## config.mk

```make
export PLATFORM = sky130hd
export DESIGN_NAME = prime_trial_ctrl
export DESIGN_NICKNAME = d
export VERILOG_FILES = /design/src/rtl/prime_trial_ctrl.sv
export SDC_FILE = /design/constraint.sdc
export NUM_CORES = 1
export LEC_CHECK = 0
export CORE_MARGIN = 3
export CORE_UTILIZATION = 32
export CTS_BUF_LIST = sky130_fd_sc_hd__clkbuf_4
export DETAILED_ROUTE_END_ITERATION = 16
export GPL_TIMING_DRIVEN = 0
export PLACE_DENSITY = 0.47
export SYNTH_ARGS = -nofsm -noshare
export SYNTH_HDL_FRONTEND = slang
export SYNTH_HIERARCHICAL = 1
export SYNTH_SLANG_ARGS = --single-unit
```

## constraint.sdc

```tcl
create_clock -name clk -period 8.65 [get_ports clk]
set_input_delay 1.73 -clock clk [delete_from_list [all_inputs] [get_ports clk]]
set_output_delay 1.73 -clock clk [all_outputs]
set_load 0.02 [all_outputs]
```

## src/rtl/prime_trial_ctrl.sv

```systemverilog
// Trial-division sequencer: feeds (candidate, divisor) pairs to an external
// divider and reports primality plus the smallest factor found.
module prime_trial_ctrl #(
    parameter int nbits = 16
) (
    input  logic             clk,
    input  logic             reset,
    input  logic [nbits-1:0] in_n,
    input  logic             in_val,
    output logic             in_rdy,
    output logic [nbits-1:0] div_opa,
    output logic [nbits-1:0] div_opb,
    output logic             div_istream_val,
    input  logic             div_istream_rdy,
    input  logic [nbits-1:0] div_result,
    input  logic             div_ostream_val,
    output logic             div_ostream_rdy,
    output logic             out_prime,
    output logic [nbits-1:0] out_factor,
    output logic             out_val,
    input  logic             out_rdy
);

    typedef enum logic [2:0] {
        ST_IDLE  = 3'd0,
        ST_CHECK = 3'd1,
        ST_ISSUE = 3'd2,
        ST_WAIT  = 3'd3,
        ST_DONE  = 3'd4
    } state_t;

    localparam logic [nbits-1:0] D_START = nbits'(2);
    localparam logic [nbits-1:0] D_STEP  = nbits'(1);
    localparam logic [nbits-1:0] ZERO_N  = {nbits{1'b0}};

    state_t           state_r;
    state_t           state_next_s;
    logic [nbits-1:0] n_r;
    logic [nbits-1:0] n_next_s;
    logic [nbits-1:0] d_r;
    logic [nbits-1:0] d_next_s;
    logic             prime_r;
    logic             prime_next_s;
    logic [nbits-1:0] factor_r;
    logic [nbits-1:0] factor_next_s;
    logic             in_rdy_r;
    logic             istream_val_r;
    logic             ostream_rdy_r;
    logic             out_val_r;

    // Squaring at double width means d*d can never wrap before exceeding n.
    logic [2*nbits-1:0] d_sq_s;
    logic [2*nbits-1:0] n_wide_s;

    assign d_sq_s   = {{nbits{1'b0}}, d_r} * {{nbits{1'b0}}, d_r};
    assign n_wide_s = {{nbits{1'b0}}, n_r};

    // Next-state and datapath-update logic for the sequencer.
    always_comb begin
        state_next_s  = state_r;
        n_next_s      = n_r;
        d_next_s      = d_r;
        prime_next_s  = prime_r;
        factor_next_s = factor_r;
        case (state_r)
            ST_IDLE: begin
                if (in_val && in_rdy_r) begin
                    n_next_s     = in_n;
                    d_next_s     = D_START;
                    state_next_s = ST_CHECK;
                end else begin
                    state_next_s = ST_IDLE;
                end
            end
            ST_CHECK: begin
                if (n_r < D_START) begin
                    prime_next_s  = 1'b0;
                    factor_next_s = ZERO_N;
                    state_next_s  = ST_DONE;
                end else if (d_sq_s > n_wide_s) begin
                    prime_next_s  = 1'b1;
                    factor_next_s = ZERO_N;
                    state_next_s  = ST_DONE;
                end else begin
                    state_next_s = ST_ISSUE;
                end
            end
            ST_ISSUE: begin
                if (istream_val_r && div_istream_rdy) begin
                    state_next_s = ST_WAIT;
                end else begin
                    state_next_s = ST_ISSUE;
                end
            end
            ST_WAIT: begin
                if (div_ostream_val && ostream_rdy_r) begin
                    if (div_result == ZERO_N) begin
                        prime_next_s  = 1'b0;
                        factor_next_s = d_r;
                        state_next_s  = ST_DONE;
                    end else begin
                        d_next_s     = d_r + D_STEP;
                        state_next_s = ST_CHECK;
                    end
                end else begin
                    state_next_s = ST_WAIT;
                end
            end
            ST_DONE: begin
                if (out_val_r && out_rdy) begin
                    state_next_s = ST_IDLE;
                end else begin
                    state_next_s = ST_DONE;
                end
            end
            default: begin
                state_next_s = ST_IDLE;
            end
        endcase
    end

    // State, datapath registers and handshake flags, decoded from the next state.
    always_ff @(posedge clk) begin
        if (reset) begin
            state_r       <= ST_IDLE;
            n_r           <= ZERO_N;
            d_r           <= ZERO_N;
            prime_r       <= 1'b0;
            factor_r      <= ZERO_N;
            in_rdy_r      <= 1'b1;
            istream_val_r <= 1'b0;
            ostream_rdy_r <= 1'b0;
            out_val_r     <= 1'b0;
        end else begin
            state_r       <= state_next_s;
            n_r           <= n_next_s;
            d_r           <= d_next_s;
            prime_r       <= prime_next_s;
            factor_r      <= factor_next_s;
            in_rdy_r      <= (state_next_s == ST_IDLE);
            istream_val_r <= (state_next_s == ST_ISSUE);
            ostream_rdy_r <= (state_next_s == ST_WAIT);
            out_val_r     <= (state_next_s == ST_DONE);
        end
    end

    assign in_rdy          = in_rdy_r;
    assign div_opa         = n_r;
    assign div_opb         = d_r;
    assign div_istream_val = istream_val_r;
    assign div_ostream_rdy = ostream_rdy_r;
    assign out_prime       = prime_r;
    assign out_factor      = factor_r;
    assign out_val         = out_val_r;

    prime_trial_ctrl_chk #(.nbits(nbits)) u_chk (
        .clk             (clk),
        .reset           (reset),
        .in_rdy          (in_rdy_r),
        .div_opa         (n_r),
        .div_opb         (d_r),
        .div_istream_val (istream_val_r),
        .div_istream_rdy (div_istream_rdy),
        .div_ostream_rdy (ostream_rdy_r),
        .out_prime       (prime_r),
        .out_factor      (factor_r),
        .out_val         (out_val_r),
        .out_rdy         (out_rdy)
    );

endmodule

// Protocol properties for the sequencer's handshakes.
module prime_trial_ctrl_chk #(
    parameter int nbits = 16
) (
    input logic             clk,
    input logic             reset,
    input logic             in_rdy,
    input logic [nbits-1:0] div_opa,
    input logic [nbits-1:0] div_opb,
    input logic             div_istream_val,
    input logic             div_istream_rdy,
    input logic             div_ostream_rdy,
    input logic             out_prime,
    input logic [nbits-1:0] out_factor,
    input logic             out_val,
    input logic             out_rdy
);

    a_idle_exclusive : assert property (@(posedge clk) disable iff (reset)
        in_rdy |-> !(div_istream_val || div_ostream_rdy || out_val));

    a_one_outstanding : assert property (@(posedge clk) disable iff (reset)
        !(div_istream_val && div_ostream_rdy));

    a_req_hold : assert property (@(posedge clk) disable iff (reset)
        (div_istream_val && !div_istream_rdy) |=>
            (div_istream_val && $stable(div_opa) && $stable(div_opb)));

    a_out_hold : assert property (@(posedge clk) disable iff (reset)
        (out_val && !out_rdy) |=>
            (out_val && $stable(out_prime) && $stable(out_factor)));

endmodule

```

==> PnR_summary.wiki, run 1 <==
{| class="wikitable"
! Metric !! Value
|-
| Outcome || complete, no violations
|-
| Detailed-route via count || 8364
|-
| Shortest clock period the worst path allows after layout || 8.22 ns
|-
| Root Buffer || sky130_fd_sc_hd__clkbuf_4
|-
| Highest net fanout along the worst path || 10
|-
| Number of synthesized flops with an enable pin || 0
|-
| Drt drc || 0
|-
| Data required, critical path || 9.09 ns
|-
| Clock transition at path regs || 0.22 ns
|-
| Horizontal die dimension || 188 um
|-
| Number of global-route vias before repair || 8817
|-
| Worst IR Drop VDD || 55.4 uV
|-
| Compound-gate portion of the synthesized area || 0.110
|-
| Antenna violations before repair || 2
|-
| Largest delay share family, worst path || adder cells
|-
| Final sum of negative setup slack || 0 ns
|-
| Relative slew slack || 0.195
|-
| Top flip-flop cell by instance count after synthesis || sky130_fd_sc_hd__dfxtp_1
|-
| Worst slack, placed || -0.770 ns
|-
| Top-area cell type share of the netlist area || 0.309
|-
| Detailed-route vias per instance || 4.80
|-
| I/O Pins || 91
|-
| Global-route wire length before repair || 49100 um
|-
| Highest cell delay on the worst timing path || 0.57 ns
|-
| Count of cells along the worst register-to-register path || 30
|-
| Critical R2R Launch || div_opb[5]
|-
| Initial DRC Count || 361
|-
| Slew at the pin closest to its max-slew limit || 1.20 ns
|-
| Pwr/cell area || 67.8 nW/um^2
|-
| Final count of pins violating max slew || 0
|-
| Register-to-register setup slack || 0.43 ns
|-
| Overall routing resource usage || 0.177
|-
| Clock sinks || 56
|-
| Top cells by count, synth || sky130_fd_sc_hd__inv_1, sky130_fd_sc_hd__fa_1, sky130_fd_sc_hd__nand2_1
|-
| Cell leakage power || 6.14 nW
|-
| Path type of the worst min-delay path || flop to flop
|-
| Pre-Repair DR Iteration Count || 5
|-
| Terminus of the critical flop-to-flop path || out_factor[3]
|-
| Clock Latency Late Sink || 0.48 ns
|-
| Critical Path Source Type || flop
|-
| Simple logic cell fraction of the synthesized area || 0.165
|-
| Number of synthesized register bits || 56
|-
| Number of buffer and inverter instances along the worst setup path || 7
|-
| Library cell with the highest instance count after synthesis || sky130_fd_sc_hd__inv_1
|-
| Die area || 35200 um^2
|-
| Synth Area in Adders || 0.451
|-
| Synthesized netlist net count || 1531
|-
| Mux cell area share after synthesis || 0.00924
|-
| Unrepaired setup endpoints after global routing || false
|-
| Kind of critical path || flop to flop
|-
| Cells after synthesis || 1210
|-
| Buffers from clock root to sink, at most || 2
|-
| Cells taking the most area after synthesis || sky130_fd_sc_hd__fa_1, sky130_fd_sc_hd__ha_1, sky130_fd_sc_hd__dfxtp_1
|-
| Finished Core Util || 0.379
|-
| Worst hold slack after final layout || 0.501 ns
|-
| Largest area contributor in the synthesized netlist || sky130_fd_sc_hd__fa_1
|-
| Non-filler instance count after layout || 1744
|-
| Clock buffer count from CTS || 5
|-
| Post-synthesis instance area || 10600 um^2
|-
| Share of synthesized area occupied by flip-flops and latches || 0.106
|-
| Main combinational cell family by area after synthesis || adder cells
|-
| Post-place instance area || 12000 um^2
|-
| Initial standard-cell utilization of the core || 0.329
|-
| Placement Rows || 65
|-
| Data arrival time of the critical path || 8.66 ns
|-
| Async set-or-reset flop fraction in the synthesized netlist || 0
|-
| Height of the die || 188 um
|-
| Synth unique cells || 85
|-
| CP endpoint kind || flop
|-
| Clock tree from TritonCTS || yes
|-
| Hold Startpoint || div_opa[0]
|-
| Remaining global-route overflow || 0
|-
| Fraction of final layout cells with drive strength greater than 1 || 0.0749
|-
| Count of H-tree levels built during CTS || 2
|-
| Average wire length per cell after detail routing || 17.4 um
|-
| Growth of design area from synthesis to finish || 15.1%
|-
| Core outline area || 32000 um^2
|-
| Mapped Avg Cell Area || 8.72 um^2
|-
| Max-Cap Viols || 0
|-
| Slowest cell on crit path || sky130_fd_sc_hd__fa_1
|-
| Final setup viols || 0
|-
| Total Wirelength || 30300 um
|-
| Detail Route Antenna Nets || 0
|-
| Xor-xnor portion of the synthesized cell area || 0.0340
|-
| Highest Clock Rate || 122 MHz
|-
| Pwr Total || 823 uW
|-
| Pin count of the biggest net entering global routing || 21
|-
| Placed cell count || 1734
|-
| Hold path endpoint || div_opa[0]
|-
| Hold-critical path depth || 2
|-
| Final worst setup slack || 0.429 ns
|-
| Critical path's most frequent cell || sky130_fd_sc_hd__fa_1
|-
| Placed wire-length estimate || 25600 um
|-
| Input/output buffers || 89
|-
| Fin. Hold Viols || 0
|-
| Share of the clock period used by the worst path after layout || 0.950
|-
| Last weighted congestion value of the routability-driven placer || 0.838
|-
| Post-route cell area || 12200 um^2
|-
| Total of warnings raised by yosys || 6
|-
| Total number of nets in the final design || 1628
|-
| Clock Skew || 0.0121 ns
|}
## layout by cell type, fill, tap and decap left out, types with 15 or more instances in the layout
cell type and n:
sky130_fd_sc_hd__a21oi_1 52, sky130_fd_sc_hd__a22o_1 17, sky130_fd_sc_hd__and2_1 41, sky130_fd_sc_hd__clkdlybuf4s50_1 89
sky130_fd_sc_hd__dfxtp_1 49, sky130_fd_sc_hd__fa_1 163, sky130_fd_sc_hd__ha_1 120, sky130_fd_sc_hd__inv_1 260
sky130_fd_sc_hd__nand2_1 137, sky130_fd_sc_hd__nand3_1 16, sky130_fd_sc_hd__nor2_1 61, sky130_fd_sc_hd__nor3_1 15
sky130_fd_sc_hd__xnor2_1 30
## registers in the layout, summed over array words and instances (netlist names)
name and cells:
in_rdy 1, out_prime 1, out_factor 16, state_r 3, div_opb 16, div_ostream_rdy 1, div_istream_val 1, out_val 1
div_opa 16
## worst max-delay path by stage
stage / slack, ns / from / depth (start not counted) / endpoint
6_report: 0.43 / div_opb[5] / 30 / out_factor[3]
5_1_grt: 0.02 / div_opb[5] / 30 / out_factor[3]
3_3_place_gp: -0.87 / div_opb[1] / 29 / out_factor[13]
3_5_place_dp: -0.77 / div_opb[1] / 29 / out_factor[13]
4_1_cts: 0.02 / div_opb[7] / 32 / out_factor[4]
2_1_floorplan: 0.82 / div_opb[1] / 29 / out_factor[12]
## power breakdown
part	switching, mW	total, mW	internal, mW
logic	0.206	0.359	0.153
registers	0.0266	0.310	0.284
clock network	0.118	0.154	0.0358
total	0.351	0.823	0.472
## area by class of cell
cell class | instances | area [um^2]
clock inverters | 3 | 33.8
flip-flops and latches | 56 | 1130
fillers | 3431 | 19900
inverters | 261 | 980
diodes | 1 | 2.50
clock buffers | 5 | 37.5
multi-input cells | 843 | 8160
well taps | 435 | 544
plain buffers | 50 | 367
repair buffers | 90 | 898
## what timing repair did
action,CTS,global route
hold buffers,0,0
pin swaps,1,2
endpoints found under the setup margin,22,22
setup buffers,1,0
resized for setup,14,35
## worst reg2reg max path: cells and delay by family, from the launching register on
kind | cells | cell delay, ns
compound gates | 7 | 1.56
xor+xnor | 1 | 0.15
fa+ha+maj | 8 | 3.74
buf+inv | 7 | 0.92
flops | 1 | 0.40
simple gates | 7 | 1.42
## metal layers
| layer | vias to the layer above | GRT usage | routed length, um |
|---|---|---|---|
| met5 | - | 0 | 0 |
| met4 | 0 | 0.0372 | 307 |
| met3 | 12 | 0.0157 | 771 |
| met2 | 114 | 0.297 | 14800 |
| met1 | 4179 | 0.250 | 14500 |
| li1 | 4059 | - | - |
## kinds of logic (layout without fill, tap and decap cells)
kind of cell / count (synthesis) / after routing
AO/OA/AOI/OAI: 163 / 163
adder cells (fa/ha/maj): 283 / 283
multiplexers: 9 / 9
AND/OR/NAND/NOR: 347 / 347
other: 0 / 1
flip-flops: 56 / 56
buffers and inverters: 311 / 409
XOR/XNOR: 41 / 41
(Power assumes the default switching activity.)
==> inputs of run 2 (changes only) <==
- clock period: 8.65 -> 9.1 ns (I/O delays scaled with it)
==> PnR_summary.wiki, run 2 (synthesis gave the netlist of run 1 again) <==
{| class="wikitable"
! Metric !! Value
|-
| Kind of critical path || flop to flop (unchanged)
|-
| Overall routing resource usage || 0.177 (unchanged)
|-
| Global-route wire length before repair || 49100 um (unchanged)
|-
| Buffers from clock root to sink, at most || 2 (unchanged)
|-
| Number of global-route vias before repair || 8814 (was 8817)
|-
| Highest cell delay on the worst timing path || 0.67 ns (was 0.57 ns)
|-
| Slew at the pin closest to its max-slew limit || 1.19 ns (was 1.20 ns)
|-
| Data required, critical path || 9.55 ns (was 9.09 ns)
|-
| Relative slew slack || 0.196 (was 0.195)
|-
| Root Buffer || sky130_fd_sc_hd__clkbuf_4 (unchanged)
|-
| Post-CTS Hold Fix Bufs || 0 (unchanged)
|-
| Pwr/cell area || 64.2 nW/um^2 (was 67.8 nW/um^2)
|-
| Highest net fanout along the worst path || 10 (unchanged)
|-
| Antenna violations before repair || 2 (unchanged)
|-
| Pre-Repair DR Iteration Count || 5 (unchanged)
|-
| Detailed-route via count || 8433 (was 8364)
|-
| Count of H-tree levels built during CTS || 2 (unchanged)
|-
| Input/output buffers || 89 (unchanged)
|-
| Initial DRC Count || 365 (was 361)
|-
| Horizontal die dimension || 188 um (unchanged)
|-
| Final setup viols || 0 (unchanged)
|-
| Clock Skew || 0.0161 ns (was 0.0121 ns)
|-
| Placement Rows || 65 (unchanged)
|-
| Commonest cells after routing, fill and taps aside || sky130_fd_sc_hd__inv_1, sky130_fd_sc_hd__fa_1, sky130_fd_sc_hd__nand2_1, sky130_fd_sc_hd__ha_1, sky130_fd_sc_hd__clkdlybuf4s50_1 (unchanged)
|-
| Highest Clock Rate || 116 MHz (was 122 MHz)
|-
| I/O Pins || 91 (unchanged)
|-
| Critical Path Source Type || flop (unchanged)
|-
| Initial standard-cell utilization of the core || 0.329 (unchanged)
|-
| Clock tree from TritonCTS || yes (unchanged)
|-
| Fraction of final layout cells with drive strength greater than 1 || 0.0635 (was 0.0749)
|-
| Pin count of the biggest net entering global routing || 21 (unchanged)
|-
| Average wire length per cell after detail routing || 17.4 um (about the same)
|-
| Die area || 35200 um^2 (unchanged)
|-
| Height of the die || 188 um (unchanged)
|-
| Most common library cell in the layout ignoring fill and taps || sky130_fd_sc_hd__inv_1 (unchanged)
|-
| Drt drc || 0 (unchanged)
|-
| Clock buffer count from CTS || 5 (unchanged)
|-
| Slowest cell on crit path || sky130_fd_sc_hd__clkbuf_1 (was sky130_fd_sc_hd__fa_1)
|-
| Clock sinks || 56 (unchanged)
|-
| Path type of the worst min-delay path || flop to flop (unchanged)
|-
| Fin. Hold Viols || 0 (unchanged)
|-
| Shortest clock period the worst path allows after layout || 8.59 ns (was 8.22 ns)
|-
| Growth of design area from synthesis to finish || 14.6% (was 15.1%)
|-
| Cell leakage power || 6.11 nW (was 6.14 nW)
|-
| Unrepaired setup endpoints after global routing || false (unchanged)
|-
| Total number of nets in the final design || 1628 (unchanged)
|-
| Detailed-route vias per instance || 4.84 (was 4.80)
|-
| Placed cell count || 1734 (unchanged)
|-
| Core outline area || 32000 um^2 (unchanged)
|-
| Remaining global-route overflow || 0 (unchanged)
|-
| Worst IR Drop VDD || 52.8 uV (was 55.4 uV)
|-
| Clock transition at path regs || 0.22 ns (about the same)
|-
| Placed wire-length estimate || 25600 um (unchanged)
|-
| Total Wirelength || 30300 um (about the same)
|-
| Final count of pins violating max slew || 0 (unchanged)
|-
| Last weighted congestion value of the routability-driven placer || 0.838 (unchanged)
|-
| Non-filler instance count after layout || 1744 (unchanged)
|-
| Data arrival time of the critical path || 9.04 ns (was 8.66 ns)
|-
| Clock Latency Late Sink || 0.49 ns (was 0.48 ns)
|-
| Outcome || complete, no violations (unchanged)
|-
| Worst hold slack after final layout || 0.501 ns (about the same)
|-
| Share of the clock period used by the worst path after layout || 0.944 (was 0.950)
|-
| Max-Cap Viols || 0 (unchanged)
|-
| Detail Route Antenna Nets || 0 (unchanged)
|-
| CP endpoint kind || flop (unchanged)
|}
run 2: path summary, 6_finish.rpt:
check,start,slack [ns],depth (start not counted),end
hold reg to reg,div_opa[0],0.50,2,div_opa[0]
setup reg to reg,div_opb[7],0.51,32,out_factor[3]
setup / recovery,div_opb[7],0.51,32,out_factor[3]
hold / removal,div_opa[0],0.50,2,div_opa[0]
run 2: metal layers:
metal	global-route usage	part of all wire	wire length, um	vias to the layer above
li1	-	-	-	4059
met1	0.250	0.48	14500	4230
met2	0.296	0.48	14600	127
met3	0.0157	0.025	771	17
met4	0.0372	0.016	478	0
met5	0	0	0	-
run 2: timing repair:
item / CTS / global route
endpoints found under the hold margin: 0 / 0
setup buffers: 0 / 1
pin swaps: 0 / 1
endpoints found under the setup margin: 19 / 19
resized for setup: 5 / 18
run 2: layout make-up:
type                            instances  area (um^2)
Sequential cell                        56         1120
Clock buffer                            5         37.5
Fill cell                            3434        19900
Antenna cell                            1         2.50
Multi-Input combinational cell        843         8130
Timing Repair Buffer                   90          898
Clock inverter                          3         33.8
Tap cell                              435          544
Inverter                              261          980
Buffer                                 50          349
run 2: per-stage QoR:
| stage | area [um^2] | setup TNS [ns] | utilization | setup WS [ns] | total power [mW] |
|---|---|---|---|---|---|
| 4_1_cts | 12100 | 0 | 0.377 | 0.0255 | 0.783 |
| 3_5_place_dp | 12000 | -4.24 | 0.374 | -0.320 | 0.631 |
| 6_report | 12100 | 0 | 0.378 | 0.507 | 0.777 |
| 2_1_floorplan | 10600 | 0 | - | 1.27 | 0.499 |
| 3_3_place_gp | 12000 | -6.14 | 0.374 | -0.425 | 0.632 |
| 5_1_grt | 12100 | 0 | 0.378 | 0.0113 | 0.827 |
run 2: power by group:
group / internal [mW] / switching [mW]
clock: 0.0340 / 0.114
combinational: 0.142 / 0.192
sequential: 0.269 / 0.0253
total: 0.445 / 0.331
run 2: worst max-delay path, delay by kind of cell, from the launching register on:
kind | cells | cell delay [ns]
XOR/XNOR | 1 | 0.18
buffers and inverters | 8 | 1.37
AO/OA/AOI/OAI | 5 | 1.17
flip-flops | 1 | 0.39
adder cells (fa/ha/maj) | 8 | 3.41
AND/OR/NAND/NOR | 10 | 2.00
==> inputs of run 3 (changes only) <==
==> constraint.sdc (replaced) <==
create_clock -name clk -period 9.1 [get_ports clk]
set_input_delay 1.82 -clock clk [delete_from_list [all_inputs] [get_ports clk]]
set_output_delay 1.82 -clock clk [all_outputs]
set_load 0.1 [all_outputs]
==> results of run 3 <==
The final DEF is identical to that of run 2. Status: complete, no violations.
Among the figures that moved: total power 0.777 mW -> 0.896 mW; worst IR drop on VDD 52.8 uV -> 86.6 uV
